## src/rtl/timer_clint_if.sv

```systemverilog
// Register-bus bundle for timer_clint: write/read strobes, word address,
// write data and the registered read response.
interface timer_clint_if #(
  parameter int WIDTH  = 64,
  parameter int ADDR_W = 5
);
  logic              wr_en;
  logic              rd_en;
  logic [ADDR_W-1:0] addr;
  logic [WIDTH-1:0]  wdata;
  logic [WIDTH-1:0]  rdata;
  logic              rvalid;

  modport master (output wr_en, rd_en, addr, wdata, input rdata, rvalid);
  modport slave  (input wr_en, rd_en, addr, wdata, output rdata, rvalid);
endinterface

```

## src/rtl/timer_clint.sv

```systemverilog
// Machine timer: prescaled mtime counter, NUM_CH compare channels with
// one-shot or periodic reload, sticky pending bits and a registered read port.
module timer_clint #(
  parameter int WIDTH      = 64,
  parameter int NUM_CH     = 2,
  parameter int PRESCALE_W = 8,
  parameter int CMP_RST    = 25,
  parameter int ADDR_W     = 5
) (
  input  logic              clk,
  input  logic              reset,
  timer_clint_if.slave      bus,
  output logic [NUM_CH-1:0] timer_interrupt,
  output logic              irq_any
);

  logic                  en_q, en_d;
  logic [PRESCALE_W-1:0] div_q, div_d;
  logic [PRESCALE_W-1:0] pc_q, pc_d;
  logic [WIDTH-1:0]      mtime_q, mtime_d;
  logic                  tick;

  logic [NUM_CH-1:0]     pend_q, pend_d;
  logic [NUM_CH-1:0]     arm_q, arm_d;
  logic [NUM_CH-1:0]     perd_q, perd_d;
  logic [NUM_CH-1:0]     ie_q, ie_d;
  logic [NUM_CH-1:0]     irq_q, irq_d;
  logic [NUM_CH-1:0]     hit;
  logic [WIDTH-1:0]      cmp_q [NUM_CH];
  logic [WIDTH-1:0]      cmp_d [NUM_CH];
  logic [WIDTH-1:0]      per_q [NUM_CH];
  logic [WIDTH-1:0]      per_d [NUM_CH];

  logic [WIDTH-1:0]      rdata_q, rdata_d;
  logic                  rvalid_q;

  logic                  wr_ctrl, wr_mtime, wr_pend;
  logic [NUM_CH-1:0]     wr_cmp, wr_per, wr_chc;

  always_comb begin
    wr_ctrl  = bus.wr_en && (bus.addr == ADDR_W'(0));
    wr_mtime = bus.wr_en && (bus.addr == ADDR_W'(1));
    wr_pend  = bus.wr_en && (bus.addr == ADDR_W'(2));
    wr_cmp   = '0;
    wr_per   = '0;
    wr_chc   = '0;
    for (int unsigned i = 0; i < NUM_CH; i++) begin
      wr_cmp[i] = bus.wr_en && (bus.addr == ADDR_W'(4 + 3*i));
      wr_per[i] = bus.wr_en && (bus.addr == ADDR_W'(5 + 3*i));
      wr_chc[i] = bus.wr_en && (bus.addr == ADDR_W'(6 + 3*i));
    end
  end

  // Prescaler and mtime; a software MTIME write beats the tick increment.
  always_comb begin
    tick    = en_q && (pc_q == div_q);
    pc_d    = (!en_q || tick) ? '0 : pc_q + PRESCALE_W'(1);
    mtime_d = mtime_q;
    if (wr_mtime)  mtime_d = bus.wdata;
    else if (tick) mtime_d = mtime_q + WIDTH'(1);
    en_d  = en_q;
    div_d = div_q;
    if (wr_ctrl) begin
      en_d  = bus.wdata[0];
      div_d = bus.wdata[8 +: PRESCALE_W];
    end
  end

  // Hardware effects of a hit are applied first, then software writes override.
  always_comb begin
    hit    = '0;
    arm_d  = arm_q;
    perd_d = perd_q;
    ie_d   = ie_q;
    for (int unsigned i = 0; i < NUM_CH; i++) begin
      hit[i]   = arm_q[i] && (mtime_q >= cmp_q[i]);
      cmp_d[i] = cmp_q[i];
      per_d[i] = per_q[i];
      if (hit[i]) begin
        if (perd_q[i] && (per_q[i] != '0)) cmp_d[i] = cmp_q[i] + per_q[i];
        else                               arm_d[i] = 1'b0;
      end
      if (wr_cmp[i]) cmp_d[i] = bus.wdata;
      if (wr_per[i]) per_d[i] = bus.wdata;
      if (wr_chc[i]) begin
        arm_d[i]  = bus.wdata[0];
        perd_d[i] = bus.wdata[1];
        ie_d[i]   = bus.wdata[2];
      end
    end
    pend_d = (pend_q & ~(wr_pend ? bus.wdata[NUM_CH-1:0] : '0)) | hit;
    irq_d  = pend_d & ie_d;
  end

  always_comb begin
    rdata_d = '0;
    if (bus.addr == ADDR_W'(0)) begin
      rdata_d[0]              = en_q;
      rdata_d[8 +: PRESCALE_W] = div_q;
    end else if (bus.addr == ADDR_W'(1)) begin
      rdata_d = mtime_q;
    end else if (bus.addr == ADDR_W'(2)) begin
      rdata_d[NUM_CH-1:0] = pend_q;
    end
    for (int unsigned i = 0; i < NUM_CH; i++) begin
      if (bus.addr == ADDR_W'(4 + 3*i)) rdata_d = cmp_q[i];
      if (bus.addr == ADDR_W'(5 + 3*i)) rdata_d = per_q[i];
      if (bus.addr == ADDR_W'(6 + 3*i)) rdata_d = {{(WIDTH-3){1'b0}}, ie_q[i], perd_q[i], arm_q[i]};
    end
  end

  always_ff @(posedge clk) begin
    if (reset) begin
      en_q     <= 1'b0;
      div_q    <= '0;
      pc_q     <= '0;
      mtime_q  <= '0;
      pend_q   <= '0;
      arm_q    <= '0;
      perd_q   <= '0;
      ie_q     <= '0;
      irq_q    <= '0;
      rdata_q  <= '0;
      rvalid_q <= 1'b0;
      for (int unsigned i = 0; i < NUM_CH; i++) begin
        cmp_q[i] <= WIDTH'(CMP_RST);
        per_q[i] <= '0;
      end
    end else begin
      en_q     <= en_d;
      div_q    <= div_d;
      pc_q     <= pc_d;
      mtime_q  <= mtime_d;
      pend_q   <= pend_d;
      arm_q    <= arm_d;
      perd_q   <= perd_d;
      ie_q     <= ie_d;
      irq_q    <= irq_d;
      rvalid_q <= bus.rd_en;
      if (bus.rd_en) rdata_q <= rdata_d;
      for (int unsigned i = 0; i < NUM_CH; i++) begin
        cmp_q[i] <= cmp_d[i];
        per_q[i] <= per_d[i];
      end
    end
  end

  assign bus.rdata       = rdata_q;
  assign bus.rvalid      = rvalid_q;
  assign timer_interrupt = irq_q;
  assign irq_any         = |irq_q;

endmodule

```

## src/flat_wrapper.sv

```systemverilog
// flat-port wrapper written by rule: the top's interface ports become plain ports
module timer_clint_flat 
#(
  parameter int WIDTH      = 64,
  parameter int NUM_CH     = 2,
  parameter int PRESCALE_W = 8,
  parameter int CMP_RST    = 25,
  parameter int ADDR_W     = 5
)
  (clk, reset, timer_interrupt, irq_any, bus_wr_en, bus_rd_en, bus_addr, bus_wdata, bus_rdata, bus_rvalid);
  timer_clint_if #(.WIDTH(WIDTH), .ADDR_W(ADDR_W)) bus_i ();
  input  logic clk;
  input  logic reset;
  output logic [NUM_CH-1:0] timer_interrupt;
  output logic irq_any;
  input wire logic [$bits(bus_i.wr_en)-1:0] bus_wr_en;
  input wire logic [$bits(bus_i.rd_en)-1:0] bus_rd_en;
  input wire logic [$bits(bus_i.addr)-1:0] bus_addr;
  input wire logic [$bits(bus_i.wdata)-1:0] bus_wdata;
  output wire logic [$bits(bus_i.rdata)-1:0] bus_rdata;
  output wire logic [$bits(bus_i.rvalid)-1:0] bus_rvalid;
  assign bus_i.wr_en = bus_wr_en;
  assign bus_i.rd_en = bus_rd_en;
  assign bus_i.addr = bus_addr;
  assign bus_i.wdata = bus_wdata;
  assign bus_rdata = bus_i.rdata;
  assign bus_rvalid = bus_i.rvalid;
  timer_clint #(.WIDTH(WIDTH), .NUM_CH(NUM_CH), .PRESCALE_W(PRESCALE_W), .CMP_RST(CMP_RST), .ADDR_W(ADDR_W)) u_core (.clk(clk), .reset(reset), .bus(bus_i), .timer_interrupt(timer_interrupt), .irq_any(irq_any));
endmodule
```

## config.mk

```make
export PLATFORM = sky130hd
export DESIGN_NAME = timer_clint_flat
export DESIGN_NICKNAME = d
export VERILOG_FILES = /design/src/rtl/timer_clint_if.sv /design/src/rtl/timer_clint.sv /design/src/flat_wrapper.sv
export SDC_FILE = /design/constraint.sdc
export NUM_CORES = 2
export LEC_CHECK = 0
export ABC_AREA = 1
export CORE_UTILIZATION = 65
export CTS_BUF_LIST = sky130_fd_sc_hd__clkbuf_16
export CTS_CLUSTER_SIZE = 12
export DETAILED_ROUTE_END_ITERATION = 7
export PLACE_DENSITY = 0.84
export REMOVE_ABC_BUFFERS = 1
export SYNTH_ARGS = -nofsm -noshare
export SYNTH_HDL_FRONTEND = slang
export SYNTH_SLANG_ARGS = --single-unit
```

## constraint.sdc

```tcl
create_clock -name clk -period 6 [get_ports clk]
set_input_delay 1.2 -clock clk [delete_from_list [all_inputs] [get_ports clk]]
set_output_delay 1.2 -clock clk [all_outputs]
set_load 0.01 [all_outputs]
```

# Word-level counts from Yosys, hierarchy flattened
# Memory sizes are Yosys's and may differ from the RTL's.
# Index checks and enable logic that the tools add are counted.
[totals]
register_bits = 156
ram_bits = 256
in_bits = 73
output_inout_bits = 68
memories = 2
[mem_list]
columns = ["memory", "words", "word_bits", "read_ports", "rd_clocked_by_memory_dff", "write_ports", "line", "source"]
rows = [
  ["u_core.cmp_q", 2, 64, 2, 0, 2, "timer_clint.sv:29", "logic [WIDTH-1:0] cmp_q [NUM_CH];"],
  ["u_core.per_q", 2, 64, 2, 0, 2, "timer_clint.sv:31", "logic [WIDTH-1:0] per_q [NUM_CH];"],
]
[classes]
add_sub_neg = 4
order_cmp = 2
n_eq_ne = 11
mux = 39
n_bitwise = 8
n_reduce_logical = 26
[op_table]
columns = ["cell", "n"]
rows = [
  ["two-way mux 64 bit", 20],
  ["adder 64 bit", 2],
  [">= comparator 64 bit", 2],
  ["nonzero test 64 bit", 2],
  ["adder 64 x 1 -> 64 bit (second input constant)", 1],
  ["two-way mux 62 bit", 1],
  ["two-way mux 48 bit", 1],
  ["equality test 5 x 3 -> 1 bit (second input constant)", 4],
  ["logical AND 1 bit", 14],
  ["two-way mux 1 bit", 12],
  ["equality test 5 x 4 -> 1 bit (second input constant)", 2],
  ["adder 8 x 1 -> 8 bit (second input constant)", 1],
  ["equality test 8 bit", 1],
  ["two-way mux 8 bit", 1],
  ["two-way mux 7 bit", 1],
  ["two-way mux 2 bit", 3],
  ["nonzero test 2 bit", 3],
  ["equality test 5 x 1 -> 1 bit (second input constant)", 1],
  ["equality test 5 x 2 -> 1 bit (second input constant)", 1],
  ["zero test 5 bit", 1],
  ["bitwise AND 2 bit", 2],
  ["inequality test 2 x 1 -> 1 bit (second input constant)", 2],
  ["OR 1 bit", 4],
  ["AND reduction 2 bit", 2],
  ["5 further kinds", 6],
]

# Depth between registers and ports, before layout
[depth]
word_depth = 10
depth_mapped = 21

# Least setup slack after synthesis
# No wires, ideal clock.
[synth_path]
kind = "input to register"
start = "input bus_addr[1]"
end = "register u_core.mtime_q[22]"
arrival_time_ns = 2.490
setup_slack_ns = 3.383
stages = 12
n_path_buf = 2
path_cell_list = "inv_1 -> nand3_1 -> inv_2 -> nand2_1 -> nor2_2 -> inv_2 -> nand2_2 -> buf_6 -> buf_6 -> o22ai_1 -> a21oi_1 -> nor2_1"
[synth_via]
elab_chain_cells = 3
word_cells_on_any_way = 4
cone_classes = "1 x eq/ne; 1 x mux; 2 x reduce/logical"
[synth_rtl]
columns = ["element", "line", "source"]
rows = [
  ["start, declared", "flat_wrapper.sv:18", "input wire logic [$bits(bus_i.addr)-1:0] bus_addr;"],
  ["equality test 5 x 1 -> 1 bit *", "timer_clint.sv:42", "wr_mtime = bus.wr_en && (bus.addr == ADDR_W'(1));"],
  ["logical AND 1 bit *", "timer_clint.sv:42", ""],
  ["two-way mux 64 bit / nonzero test 2 bit (equally long branches)", "n/a", ""],
  ["end signal, assigned", "timer_clint.sv:133", "mtime_q <= mtime_d;"],
  ["end, declared", "timer_clint.sv:20", "logic [WIDTH-1:0] mtime_q, mtime_d;"],
]
# Every way passes the cells marked *; elsewhere a longest branch is shown, timed or not.
# A chain may end at the register's enable or synchronous reset.

==> impl_metrics.env <==
export IMPL_status="completed"
export IMPL_wl_um=143000
export IMPL_cts_resized=0
export IMPL_powerDensity_nw_per_um2=161
export IMPL_cp_data_required_time_ns=6.53
export IMPL_finalSetupViolations=0
export IMPL_min_period_over_period_pct=64.8
export IMPL_maxSlewHeadroom_pct=17.3
export IMPL_post_dp_hpwl_um=110000
export IMPL_synthDistinctLibCells=44
export IMPL_area_growth_syn_to_layout_pct=8.76
export IMPL_vdd_drop_max_v=0.000198
export IMPL_cp_num_cells=14
export IMPL_drtIter0Drc=6390
export IMPL_gp_congestion=1.10
export IMPL_synth_seq_cells=412
export IMPL_clock_latency_ns=0.62
export IMPL_core_area_sq_um=52700
export IMPL_rrSetupSlack_ns=2.11
export IMPL_holdPathStages=2
export IMPL_grt_max_degree=139
export IMPL_synth_area_leaders="dfxtp_1 24%, nand2_1 20%, inv_1 9.6%"
export IMPL_clock_sinks=412
export IMPL_rows=84
export IMPL_ys_warn_count=0
export IMPL_place_inst=6542
export IMPL_grt_pass1_wl_um=212000
export IMPL_critPathBufInv=3
export IMPL_fill_cells=4728
export IMPL_cts_setup_buffers=0
export IMPL_fin_cells=6631
export IMPL_ant_nets=0
export IMPL_max_freq_ghz=0.257
export IMPL_grtUsageTotal_pct=51.1
export IMPL_io_buffer_count=140
export IMPL_totalPowerFinal_mw=6.08
export IMPL_synth_cells=5897
export IMPL_worstPathCellList="inv_1 > ha_1 > nand2_1 > nor3_2 > nand3_1 > nor2_1 > nand4_1 > nand3_2 > nand3_4 > buf_4 > nand2_2 > buf_4 > nand2_1 > a21oi_1"
export IMPL_hold_class="register to register"
export IMPL_clk_transition_reported_paths_ns=0.07
export IMPL_path_class="register to register"
export IMPL_skew_ns=0.0243
export IMPL_die_y_um=233
export IMPL_finalCriticalPeriod_ns=3.89
export IMPL_worstSetupEndpointType="register"
export IMPL_reg2reg_from="u_core.cmp_q[0][123]"
export IMPL_h_tree_depth=2
export IMPL_crit_slowest_cell="buf_4"
export IMPL_synth_top_area_share_pct=23.7
export IMPL_worst_r2r_path_depth=14
export IMPL_drive_gt1_share_pct=3.05
export IMPL_p_leak_nw=17.4
export IMPL_critPathTopFamily="simple AND/OR/NAND/NOR gates"
export IMPL_arrival_ns=4.42
export IMPL_cts_root_buf="clkbuf_16"
export IMPL_floorplan_die_area_sq_um=54400
export IMPL_ios=141
export IMPL_cap_violations=0
export IMPL_fp_dieW_um=233
export IMPL_nNetsFinal=6235
export IMPL_num_vias=41586
export IMPL_cp_slowest_stage_delay_ns=0.63
export IMPL_grt_pass1_vias=37112
export IMPL_overflow=0
export IMPL_initial_core_util_pct=66.0
export IMPL_utilization_pct=71.8
export IMPL_syn_mean_instance_area_sq_um=5.89
export IMPL_rsz0062_at_grt="false"
export IMPL_hold_viol_final=0
export IMPL_drc=0
export IMPL_cts_buffers=48
export IMPL_hold_buffers=0
export IMPL_antenna_found_initial=3
export IMPL_first_pass_iters=7
export IMPL_cts_tree="built"
export IMPL_worstMarginPinSlew_ns=1.24
export IMPL_synth_area_leader_cell="dfxtp_1"
export IMPL_worstPathMaxFanout=65
export IMPL_r2r_end="u_core.cmp_q[0][124]"
export IMPL_crit_end="u_core.cmp_q[0][124]"
export IMPL_critPathLaunch="u_core.cmp_q[0][123]"
export IMPL_critPathLaunchType="register"
export IMPL_synth_area_sq_um=34800
export IMPL_final_common_cell="nand2_1"
export IMPL_maxSlewViolCount=0
export IMPL_mostFrequentLayoutCells="1,825 x nand2_1, 903 x inv_1, 652 x a21oi_1, 450 x nand3_1, 412 x dfxtp_1"
export IMPL_viasPerCell=6.27
export IMPL_routedWlPerCell_um=21.5
export IMPL_clockBufferDepth=3
export IMPL_seq_area_frac_synth_pct=23.7
-- worst min-delay path by stage --
stage                         startpoint              endpoint  slack, ns
CTS                 u_core.bus.rdata[13]  u_core.bus.rdata[13]       0.47
global route        u_core.bus.rdata[30]  u_core.bus.rdata[30]       0.48
floorplan                 u_core.pc_q[0]        u_core.pc_q[0]       0.44
global placement    u_core.bus.rdata[10]  u_core.bus.rdata[10]       0.45
finish              u_core.bus.rdata[13]  u_core.bus.rdata[13]       0.47
detailed placement  u_core.bus.rdata[13]  u_core.bus.rdata[13]       0.46
-- per-layer routing --
metal	wire, um	GRT usage (%)	share of wire, %	vias to the layer above
met4	8960	27.6	6.3	2
met3	22900	16.2	16	563
met2	58300	75.4	41	3130
met1	52600	65.8	37	18724
met5	13	0	0.0091	-
li1	-	-	-	19167
-- cell type report --
class                   count  area, sq um  area share [%]
clock buffers              49         1230            3.24
repair buffers            164         1590            4.20
clock inverters            39          229           0.606
diodes                      1         2.50         0.00662
inverters                 912         3430            9.06
multi-input cells        4366        22200            58.8
flip-flops and latches    412         8250            21.8
well taps                 688          861            2.28
-- cell usage after synthesis (all sizes together) --
master	count
nor3	83
a31oi	13
nand4	60
nor4	42
a21o	4
o211ai	6
nand3	453
nor2	359
clkbuf	129
xor2	69
o221ai	64
a21oi	652
clkinv	2
nand2	1836
ha	256
fa	2
or2	35
o22ai	77
a22oi	1
inv	910
and2	6
a221oi	1
xnor2	14
nor3b	1
o21a	6
nand3b	19
o21ai	289
o21bai	15
buf	78
o2111ai	3
dfxtp	412
-- tightest hold or removal path, delay by kind of cell (launching register included) --
family,cells,cell delay [ns]
and+or+nand+nor,1,0.06
AOI/OAI and AO/OA,1,0.05
DFF,1,0.31
-- state kept, by name, summed over array words and instances, names as in the netlist --
| name | flops |
|---|---|
| u_core.div_q | 8 |
| u_core.bus.rvalid | 1 |
| u_core.per_q | 128 |
| u_core.en_q | 1 |
| u_core.arm_q | 2 |
| u_core.pend_q | 2 |
| u_core.mtime_q | 64 |
| u_core.bus.rdata | 64 |
| u_core.cmp_q | 128 |
| u_core.ie_q | 2 |
| u_core.perd_q | 2 |
| u_core.pc_q | 8 |
| u_core.timer_interrupt | 2 |
-- cells by family after synthesis --
logic type	count (synthesis)	share of synthesized area [%]
buffers and inverters	1119	12.5
AND/OR/NAND/NOR	2894	34.8
flip-flops	412	23.7
XOR/XNOR	83	2.09
adder cells (fa/ha/maj)	258	9.33
AO/OA/AOI/OAI	1131	17.6
-- per-stage QoR --
step / instance area, sq um / setup slack [ns] / setup TNS (ns) / hold WS, ns
3_3_place_gp: 36300 / 1.67 / 0 / 0.452
3_5_place_dp: 36300 / 1.59 / 0 / 0.456
6_report: 37800 / 2.11 / 0 / 0.466
2_1_floorplan: 33800 / -1.67 / -96.46 / 0.437
5_1_grt: 37800 / 1.93 / 0 / 0.484
4_1_cts: 37800 / 2.21 / 0 / 0.465
-- where the power goes --
group	switching [mW]	internal, mW	leakage, nW	total (mW)
Sequential	0.0252	2.75	3.32	2.78
Clock	1.30	1.53	0.753	2.83
Combinational	0.352	0.126	13.3	0.478
No activity file was read; power rests on OpenSTA's default activity.
